**config.mk**
```make
export PLATFORM = sky130hd
export DESIGN_NAME = dp_mem_responder
export DESIGN_NICKNAME = d
export VERILOG_FILES = /design/src/rtl/dp_mem_responder.sv
export SDC_FILE = /design/constraint.sdc
export NUM_CORES = 1
export LEC_CHECK = 0
export BUFFER_PORTS_ARGS = -buffer_cell sky130_fd_sc_hd__buf_2
export CORE_AREA = 2 2 108 110
export DETAILED_ROUTE_END_ITERATION = 8
export DIE_AREA = 0 0 110 112
export PLACE_DENSITY_LB_ADDON = 0.15
export SLEW_MARGIN = 5
export SYNTH_ARGS = -nofsm -noshare
export SYNTH_HDL_FRONTEND = slang
export SYNTH_SLANG_ARGS = --single-unit
```
**constraint.sdc**
```tcl
create_clock -name CLK -period 4.9 [get_ports CLK]
set_input_delay 0.735 -clock CLK [delete_from_list [all_inputs] [get_ports CLK]]
set_output_delay 0.735 -clock CLK [all_outputs]
set_load 0.005 [all_outputs]
```
**src/rtl/dp_mem_responder.sv**
```systemverilog
// dp_mem_responder: memory-side responder for the datapath request protocol.
// Data and fetch requests share one single-port RAM. Data requests win.
// Each access goes IDLE -> DACC/IACC -> DONE. The DONE cycle carries a
// one-cycle hit pulse. A watchdog forces completion with ERR_WORD if the RAM
// never answers.
module dp_mem_responder #(
    parameter int unsigned TIMEOUT  = 64,
    parameter logic [31:0] ERR_WORD = 32'hBAD1BAD1
) (
    input  logic        CLK,
    input  logic        RST,
    input  logic        imemREN,
    input  logic [31:0] imemaddr,
    input  logic        dmemREN,
    input  logic        dmemWEN,
    input  logic [31:0] dmemaddr,
    input  logic [31:0] dmemstore,
    output logic        ihit,
    output logic        dhit,
    output logic [31:0] imemload,
    output logic [31:0] dmemload,
    output logic        ramREN,
    output logic        ramWEN,
    output logic [31:0] ramaddr,
    output logic [31:0] ramstore,
    input  logic [31:0] ramload,
    input  logic        ramready,
    output logic        err
);

    typedef enum logic [1:0] {
        IDLE = 2'd0,
        DACC = 2'd1,
        IACC = 2'd2,
        DONE = 2'd3
    } state_t;

    // Last counter value allowed in an access state before the watchdog fires.
    localparam logic [7:0] TIMEOUT_LAST = 8'(TIMEOUT - 1);

    state_t      state_q;
    logic [7:0]  cnt_q;
    logic        ihit_q;
    logic        dhit_q;
    logic [31:0] imemload_q;
    logic [31:0] dmemload_q;
    logic        ramren_q;
    logic        ramwen_q;
    logic [31:0] ramaddr_q;
    logic [31:0] ramstore_q;
    logic        err_q;

    // Request decode evaluated while idle.
    logic        data_req_d;
    logic        conflict_d;
    logic [31:0] addr_d;
    logic        watchdog_d;

    // The low byte-offset bits are dropped when forming the word address.
    logic        unused_addr_bits;
    assign unused_addr_bits = ^{imemaddr[1:0], dmemaddr[1:0]};

    // Pick the winning request and its word-aligned address; flag watchdog expiry.
    always_comb begin
        data_req_d = dmemREN | dmemWEN;
        conflict_d = dmemREN & dmemWEN;
        addr_d     = data_req_d ? {dmemaddr[31:2], 2'b00} : {imemaddr[31:2], 2'b00};
        watchdog_d = (cnt_q == TIMEOUT_LAST);
    end

    // Access sequencer. All outputs are registered here.
    always_ff @(posedge CLK) begin
        if (RST) begin
            state_q    <= IDLE;
            cnt_q      <= 8'd0;
            ihit_q     <= 1'b0;
            dhit_q     <= 1'b0;
            imemload_q <= 32'd0;
            dmemload_q <= 32'd0;
            ramren_q   <= 1'b0;
            ramwen_q   <= 1'b0;
            ramaddr_q  <= 32'd0;
            ramstore_q <= 32'd0;
            err_q      <= 1'b0;
        end else begin
            ihit_q <= 1'b0;
            dhit_q <= 1'b0;
            case (state_q)
                IDLE: begin
                    cnt_q <= 8'd0;
                    if (data_req_d) begin
                        // A simultaneous read and write is treated as a write.
                        state_q    <= DACC;
                        ramaddr_q  <= addr_d;
                        ramstore_q <= dmemstore;
                        ramwen_q   <= dmemWEN;
                        ramren_q   <= ~dmemWEN;
                        if (conflict_d) begin
                            err_q <= 1'b1;
                        end
                    end else if (imemREN) begin
                        state_q   <= IACC;
                        ramaddr_q <= addr_d;
                        ramren_q  <= 1'b1;
                        ramwen_q  <= 1'b0;
                    end
                end
                DACC, IACC: begin
                    if (ramready || watchdog_d) begin
                        state_q  <= DONE;
                        cnt_q    <= 8'd0;
                        ramren_q <= 1'b0;
                        ramwen_q <= 1'b0;
                        if (!ramready) begin
                            err_q <= 1'b1;
                        end
                        if (state_q == IACC) begin
                            ihit_q     <= 1'b1;
                            imemload_q <= ramready ? ramload : ERR_WORD;
                        end else begin
                            dhit_q <= 1'b1;
                            // Writes leave the last read value in place.
                            if (!ramwen_q) begin
                                dmemload_q <= ramready ? ramload : ERR_WORD;
                            end
                        end
                    end else begin
                        cnt_q <= cnt_q + 8'd1;
                    end
                end
                DONE: begin
                    state_q <= IDLE;
                    cnt_q   <= 8'd0;
                end
                default: begin
                    state_q <= IDLE;
                end
            endcase
        end
    end

    assign ihit     = ihit_q;
    assign dhit     = dhit_q;
    assign imemload = imemload_q;
    assign dmemload = dmemload_q;
    assign ramREN   = ramren_q;
    assign ramWEN   = ramwen_q;
    assign ramaddr  = ramaddr_q;
    assign ramstore = ramstore_q;
    assign err      = err_q;

endmodule

```
Yosys cells after proc, flatten, opt, wreduce, memory -nomap -nowiden
Index checks and enable logic that the tools add are counted.
Widths: inputs -> output; s select.
{"block": "word_totals", "regBits": 143, "in_bits": 134, "out_inout_bits": 133, "wordCells": 66}
{"block": "op_classes", "addsub": 1, "eq_ne": 9, "muxes": 24, "n_bitwise": 7, "n_reduce_logical": 14}
{"cell": "$mux 32", "n": 4}
{"cell": "$pmux 8 s2", "n": 1}
{"cell": "$mux 1", "n": 11}
{"cell": "$add 8x1->8 const B", "n": 1}
{"cell": "$eq 8x6->1 const B", "n": 1}
{"cell": "$mux 8", "n": 1}
{"cell": "$ne 2x2->1 const B", "n": 4}
{"cell": "$mux 2", "n": 3}
{"cell": "$pmux 1 s2", "n": 3}
{"cell": "$pmux 2 s3", "n": 1}
{"cell": "$reduce_and 2->1", "n": 3}
{"cell": "$reduce_and 3->1", "n": 2}
{"cell": "$not 1->1", "n": 5}
{"cell": "$reduce_and 5->1", "n": 1}
{"cell": "$eq 2x2->1 const B", "n": 2}
{"cell": "$reduce_and 4->1", "n": 1}
{"cell": "$reduce_bool 2->1", "n": 2}
{"cell": "$reduce_or 2->1", "n": 2}
{"cell": "$ne 3x3->1 const B", "n": 1}
{"cell": "$reduce_or 3->1", "n": 1}
{"cell": "$eq 2x1->1 const B", "n": 1}
{"cell": "$logic_not 2->1", "n": 1}
{"cell": "$and 1x1->1", "n": 1}
{"cell": "$logic_or 1x1->1", "n": 1}
{"cell": "$or 1x1->1", "n": 1}

Depth between registers and ports, before layout
Gate-level depths: netlist of the first run.
{"block": "logic_depth", "ltp_word": 4, "depth_mapped": 8}

Worst setup path before layout of the first run
OpenSTA, ideal clock, no wires.
{"block": "synth_timing", "path_kind": "register to register", "from": "register state_q[1]", "to": "register dmemload_q[0], in the netlist dmemload[0]", "arrival_ns": 1.794, "setup_slack_ns": 2.987, "path_stages_with_launch": 9, "n_path_buf": 3, "period_less_slack_ns": 1.913, "path_cell_list": "dfxtp_1 -> inv_1 -> ha_1 -> or3b_1 -> buf_2 -> or2_1 -> buf_6 -> buf_6 -> o221a_1"}
{"block": "synth_between", "elab_chain_cells": 3}
{"item": "start: declaration", "line_no": "41", "source": "state_t state_q;"}
{"item": "start signal: assignment", "line_no": "74", "source": "state_q <= IDLE;"}
{"item": "start signal: assignment", "line_no": "93", "source": "state_q <= DACC;"}
{"item": "start signal: assignment", "line_no": "102", "source": "state_q <= IACC;"}
{"item": "$eq 2x2->1 / $eq 2x1->1 (equally long branches)", "line_no": "88, 117"}
{"item": "$reduce_or 2->1 / $not 1->1 (equally long branches)"}
{"item": "$reduce_and 4->1 (no line) (*)"}
{"item": "end signal: assignment", "line_no": "124", "source": "dmemload_q <= ramready ? ramload : ERR_WORD;"}
{"item": "end: declaration", "line_no": "46", "source": "logic [31:0] dmemload_q;"}
Every way passes the cells marked *; elsewhere a longest branch is shown, timed or not.
A chain may end at the register's enable or synchronous reset.

Worst setup path after layout of the first run
{"block": "layout_timing", "from": "register state_q[1]", "to": "register dmemload_q[3], in the netlist dmemload[3]"}
The elaborated chain is that of the path after synthesis.

==> results of run 1 <==
## placed cells by master (no fill, tap or decap), drive strengths merged, types with 6 or more instances in the layout
master,instances
a311oi,30
buf,264
clkbuf,23
a21oi,67
o221a,36
nand3,6
nor2,47
dfxtp,141
o21ai,60
nand2,126
inv,6
## per-stage QoR
stage               power (W)  instances  setup WS [ns]
floorplan             0.00242        611           2.99
global placement      0.00287        962           2.09
detailed placement    0.00291        962           1.94
CTS                   0.00416        994           2.10
global route          0.00439        994           1.87
finish                0.00412        994           2.07
## cells by family after synthesis
family / after synthesis / share of synthesized area
multiplexers: 1 / 0.00186
buffers and inverters: 62 / 0.0524
flip-flops: 141 / 0.525
adder cells (fa/ha/maj): 4 / 0.00931
other: 1 / 0.000698
XOR/XNOR: 6 / 0.00978
AND/OR/NAND/NOR: 196 / 0.149
AO/OA/AOI/OAI: 199 / 0.252
## routing by layer
layer / track usage / vias to the layer above / routed length (um) / part of all wire
met5: 0 / - / 13 / 0.00083
met4: 0.110 / 2 / 381 / 0.024
met3: 0.0919 / 31 / 1330 / 0.085
met2: 0.434 / 217 / 7720 / 0.49
met1: 0.292 / 2508 / 6150 / 0.39
li1: - / 2615 / - / -
## sequential cells by signal, summed over array words and instances, names as in the netlist
name      count
ramREN        1
ihit          1
imemload     32
err           1
dhit          1
ramstore     32
ramWEN        1
dmemload     32
state_q       2
cnt_q         8
ramaddr      30
## power groups by stage
| stage | Clock [W] | Combinational (W) | Sequential (W) |
|---|---|---|---|
| finish | 0.00124 | 0.00129 | 0.00160 |
| global route | 0.00131 | 0.00144 | 0.00164 |
| CTS | 0.00126 | 0.00130 | 0.00160 |
| detailed placement | 0 | 0.00129 | 0.00162 |
| global placement | 0 | 0.00127 | 0.00160 |
| floorplan | 0 | 0.000783 | 0.00164 |
## worst paths after layout
check	end	from	slack, ns	cells past startpoint
worst max-delay path	dmemload[3]	state_q[1]	2.07	6
worst min-delay path	ramstore[13]	ramstore[13]	0.45	2
worst max register to register	dmemload[3]	state_q[1]	2.07	6
worst min register to register	ramstore[13]	ramstore[13]	0.45	2
## tightest hold or removal path, delay by kind of cell (launching register included)
kind               cells  cell delay [ns]
AOI/OAI and AO/OA      1             0.05
and+or+nand+nor        1             0.05
DFF                    1             0.31
## area by class of cell
type,count,area [um2]
Clock inverter,9,85.1
Timing Repair Buffer,264,1330
Fill cell,973,3950
Clock buffer,23,498
Multi-Input combinational cell,408,2290
Sequential cell,141,2820
Tap cell,143,179
Inverter,6,22.5
==> impl_results.md, run 1 <==
- Die ar.: about 0.012 mm2
- Fraction of layout cells with a size suffix above 1: 0.388
- Synth cell types: 37
- Gpl congestion: around 0.8
- Max Clk Rate: around 350 MHz
- I/O Pins: between 200 and 300
- Layout Utilization: 0.647
- CTS buffer count: 17
- Status: finished, final reports clean
- Cell taking the most area after synthesis: dfxtp_1
- Post-synthesis sequential element count: 141
- Final cycle utilization of the critical path: 0.577
- Clock Tree Buf Depth: 2
- Top-area cell type share of the netlist area: 0.525
- CTS Sinks: ~140
- Die H: roughly 110 um
- Worst hold path class: reg -> reg
- Max-slew violation count: 0
- Iteration count of the initial detailed-routing pass: 4
- Number of global-route vias before repair: 5215
- Top cells by count, synth: dfxtp_1 (141), nand2_1 (126), a21oi_1 (66)
- P_sw: about 0.0014 W
- Mapped Area: ~0.0054 mm2
- Unrepaired setup endpoints after global routing: no
- Average wire per standard cell: ~16 um
- Cell Chain, Critical Path: inv_1, ha_1, or3b_1, nor2_1, nand2_1, a21oi_1
- Critical Path AT: 3.16 ns
- Max stage delay on crit path: 0.85 ns
- Critical path required time: 5.23 ns
- Clk network pwr share: 0.301
- Post-CTS Resized: 0
- CTS Hold Bufs: 0
- Total number of vias: between 5k and 6k
- Final Setup Violations: 0
- Root Driver: clkbuf_16
- Post-CTS setup buffer count: 0
- Width of the die: approximately 110 um
- Crit path max fanout: 17
- Pleak: ~3.3 nW
- Worst-Margin Slew: about 1.2 ns
- Number of diodes: 0
- Fin nets: just under 1k
- Area contributors post-synth: dfxtp_1 (53%), nand2_1 (8.8%), a21oi_1 (6.1%)
- Worst skew pair latency: a little over 0.4 ns
- Cell-internal power: 0.00275 W
- Initial Utilization: 0.481
- Switching share of total power: 0.333
- Most numerous cell in the Yosys netlist: dfxtp_1
- Synth Flop Type: dfxtp_1
- Max cap viols: 0
- Crit-path slowest cell: nor2_1
- Worst setup EP type: flip-flop
- Gr ovfl total: 0
- CP top delay family: simple AND/OR/NAND/NOR gates
- DP HPWL: ~11000 um
- Pwr dens: between 500 and 600 mW/mm2
- Critical path launch point type: flip-flop
- H-tree levels: 4
- Initial antenna violation count: 1
- Area after DPL: ~0.0066 mm2
- Logic pwr share: 0.312
- Worst vdd ir: a little under 0.3 mV
- Hold Fails Final Rpt: 0
- Relative slew slack: 0.213
- Core footprint: roughly 0.011 mm2
- Hold WS: roughly 0.45 ns
- First-pass GRT wire length: 25000 um
- Minimum clock period: about 2.8 ns
- Share of flip-flops with an asynchronous set or reset: 0
- Setup TNS: 0 ns
- Sequential fraction of the synthesis area: 0.525
- Synth-to-Final Area Change: 34.5%
- Vias per cell: between 5 and 6
- Post-route cell area: between 0.007 and 0.008 mm2
- Post-Route WL: around 16000 um
- WS Path Type: reg -> reg
- CTS tree: built
- Starting DRT DRC Count: around 400
- Number of port buffers: 260
- Syn Inst Count: between 600 and 700
- Rows: 39
- Total track usage: 0.258
- Clock Skews: approximately 0.0076 ns
- Synth warn: 0
- Register share of total power: 0.388
- Clock transition at path regs: ~0.060 ns
- Largest net degree at the start of global routing: 98
- Post-Syn Area per Cell: between 8 and 9 um2
- DRC: 0
- Number of synthesized flops with an enable pin: 0
- Post-route ant nets: 0
- CP Buf/Inv Count: 1
Note: power is estimated with default switching activity, not from simulation.
==> inputs of run 2 (changes only) <==
Settings changed: CORE_AREA 2 2 108 110 to 2 2 118 120, DIE_AREA 0 0 110 112 to 0 0 120 122.
Clock period 4.9 ns to 2.55 ns, I/O delays scaled along.
==> impl_results.md, run 2 (synthesized netlist as in run 1, its figures left out) <==
- Status: finished, final reports clean
- Worst vdd ir: 0.525 mV (+77%)
- Post-CTS Resized: 0 (unchanged)
- CTS Hold Bufs: 0 (unchanged)
- I/O Pins: 267 (unchanged)
- Pleak: 3.39 nW (+2.2%)
- Post-route cell area: 0.00740 mm2 (+2.3%)
- Number of port buffers: 260 (unchanged)
- Width of the die: 120 um (+9.1%)
- Critical Path AT: 2.56 ns (-0.60 ns)
- DP HPWL: 11300 um (+3.6%)
- Max cap viols: 0 (unchanged)
- Synth-to-Final Area Change: 37.6%
- Iteration count of the initial detailed-routing pass: 4 (unchanged)
- Largest net degree at the start of global routing: 61 (-38%)
- Max Clk Rate: 447 MHz (+26%)
- Clock Tree Buf Depth: 2 (unchanged)
- Critical path required time: 2.87 ns (-2.36 ns)
- Initial Utilization: 0.398 (-0.0830)
- Multi-input gate area: 0.00229 mm2 (unchanged)
- Flip-flop and latch area: 0.00282 mm2 (unchanged)
- GRT Max-Usage Layer: met2
- CTS Sinks: 141 (unchanged)
- Core footprint: 0.0135 mm2 (+21%)
- Vias per cell: 5.17 (-4.4%)
- Hold Fails Final Rpt: 0 (unchanged)
- Initial antenna violation count: 0 (-1)
- Post-route insts no fill: 1042 (+4.8%)
- Starting DRT DRC Count: 250 (-37%)
- Worst skew pair latency: 0.42 ns (about the same)
- Rows: 43 (+10%)
- Relative slew slack: 0.187 (-0.0256)
- Most common cell after layout, fill and taps aside: buf_2
- Layout fillers: 1310 (+35%)
- Worst setup EP type: flip-flop
- CTS tree: built
- Gr ovfl total: 0 (unchanged)
- Critical path launch point type: flip-flop
- Total track usage: 0.217 (-0.0410)
- Post-Route WL: 16100 um (+3.2%)
- Post-route ant nets: 0 (unchanged)
- Final cycle utilization of the critical path: 0.878 (+0.301)
- Clock Skews: 0.00647 ns (-0.00112 ns)
- Unrepaired setup endpoints after global routing: no
- Average wire per standard cell: 15.4 um (-1.5%)
- Met3 usage: 0.0618 (-0.0301)
- First-pass GRT wire length: 25300 um (+1.5%)
- Setup TNS: 0 ns (unchanged)
- Fraction of layout cells with a size suffix above 1: 0.396 (+0.00781)
- Pwr dens: 1110 mW/mm2 (+95%)
- Grt met1 use: 0.262 (-0.0298)
- Minimum clock period: 2.24 ns (-0.587 ns)
- Post-CTS setup buffer count: 0 (unchanged)
- H-tree levels: 4 (unchanged)
- CTS buffer count: 17 (unchanged)
- Gpl congestion: 0.771 (-4.2%)
- WS Path Type: reg -> reg
- DRC: 0 (unchanged)
- Crit path max fanout: 60 (+43)
- Die ar.: 0.0146 mm2 (+19%)
- Area after DPL: 0.00678 mm2 (+2.0%)
- Worst-Margin Slew: 1.22 ns (+0.0437 ns)
- Fin nets: 987 (+1.1%)
- Root Driver: clkbuf_16
- # placed instances: 1010 (+5.0%)
- Worst hold path class: in -> reg
- Clock transition at path regs: 0.06 ns (about the same)
- Max-slew violation count: 0 (unchanged)
- Hold WS: 0.198 ns (-0.254 ns)
- Die H: 122 um (+8.9%)
- Number of diodes: 0 (unchanged)
- Final Setup Violations: 0 (unchanged)
- Commonest non-fill, non-tap cells in the layout: buf_2 (259), dfxtp_1 (141), nand2_1 (126)
- Total number of vias: 5382 (+0.17%)
- Number of global-route vias before repair: 5076 (-2.7%)
- Met2 usage: 0.365 (-0.0689)
run 2: cell types whose count changed in the layout (fill, tap and decap cells not counted):
cell and change:
inv_6 +3, clkinvlp_4 -1, clkinv_2 +1, buf_4 +12, clkbuf_8 -5, clkinv_4 -1
buf_2 -1, bufinv_16 +3
run 2: metrics by stage:
stage | utilization | setup slack (ns) | power, W
floorplan | - | 0.637 | 0.00465
global placement | 0.502 | 0.405 | 0.00560
detailed placement | 0.502 | 0.316 | 0.00570
CTS | 0.548 | 0.310 | 0.00830
global route | 0.548 | 0.0514 | 0.00875
finish | 0.548 | 0.312 | 0.00822
run 2: cell type report:
cell class                 instances  area share
sequential                       141       0.382
multi-input combinational        408       0.310
timing repair buffer             275       0.192
clock buffer                      18      0.0580
tap                              180      0.0305
clock inverter                    14      0.0257
inverter                           6     0.00305
run 2: final timing paths:
kind,startpoint,cells after the start,to,slack [ns]
hold reg to reg,ramstore[22],2,ramstore[22],0.45
hold / removal,dmemstore[8],3,ramstore[8],0.20
setup reg to reg,state_q[0],5,ramaddr[21],0.31
setup / recovery,state_q[0],5,ramaddr[21],0.31
run 2: critical path: stages (launching register included):
cell and delay [ns]:
dfxtp_1 0.29, inv_1 0.11, ha_1 0.34, nor2b_4 1.03, nor2_1 0.09, a311oi_1 0.28
run 2: per-layer routing:
metal	wire length, um	up-vias	share of wire
met2	7960	189	0.49
met3	1070	23	0.066
met4	298	0	0.019
met1	6770	2536	0.42
li1	-	2634	-
met5	0	-	0
run 2: power by group:
part	switching, W	total [W]	internal (W)
logic	0.00147	0.00257	0.00110
clock network	0.000944	0.00258	0.00164
registers	0.000280	0.00306	0.00278
total	0.00270	0.00822	0.00553
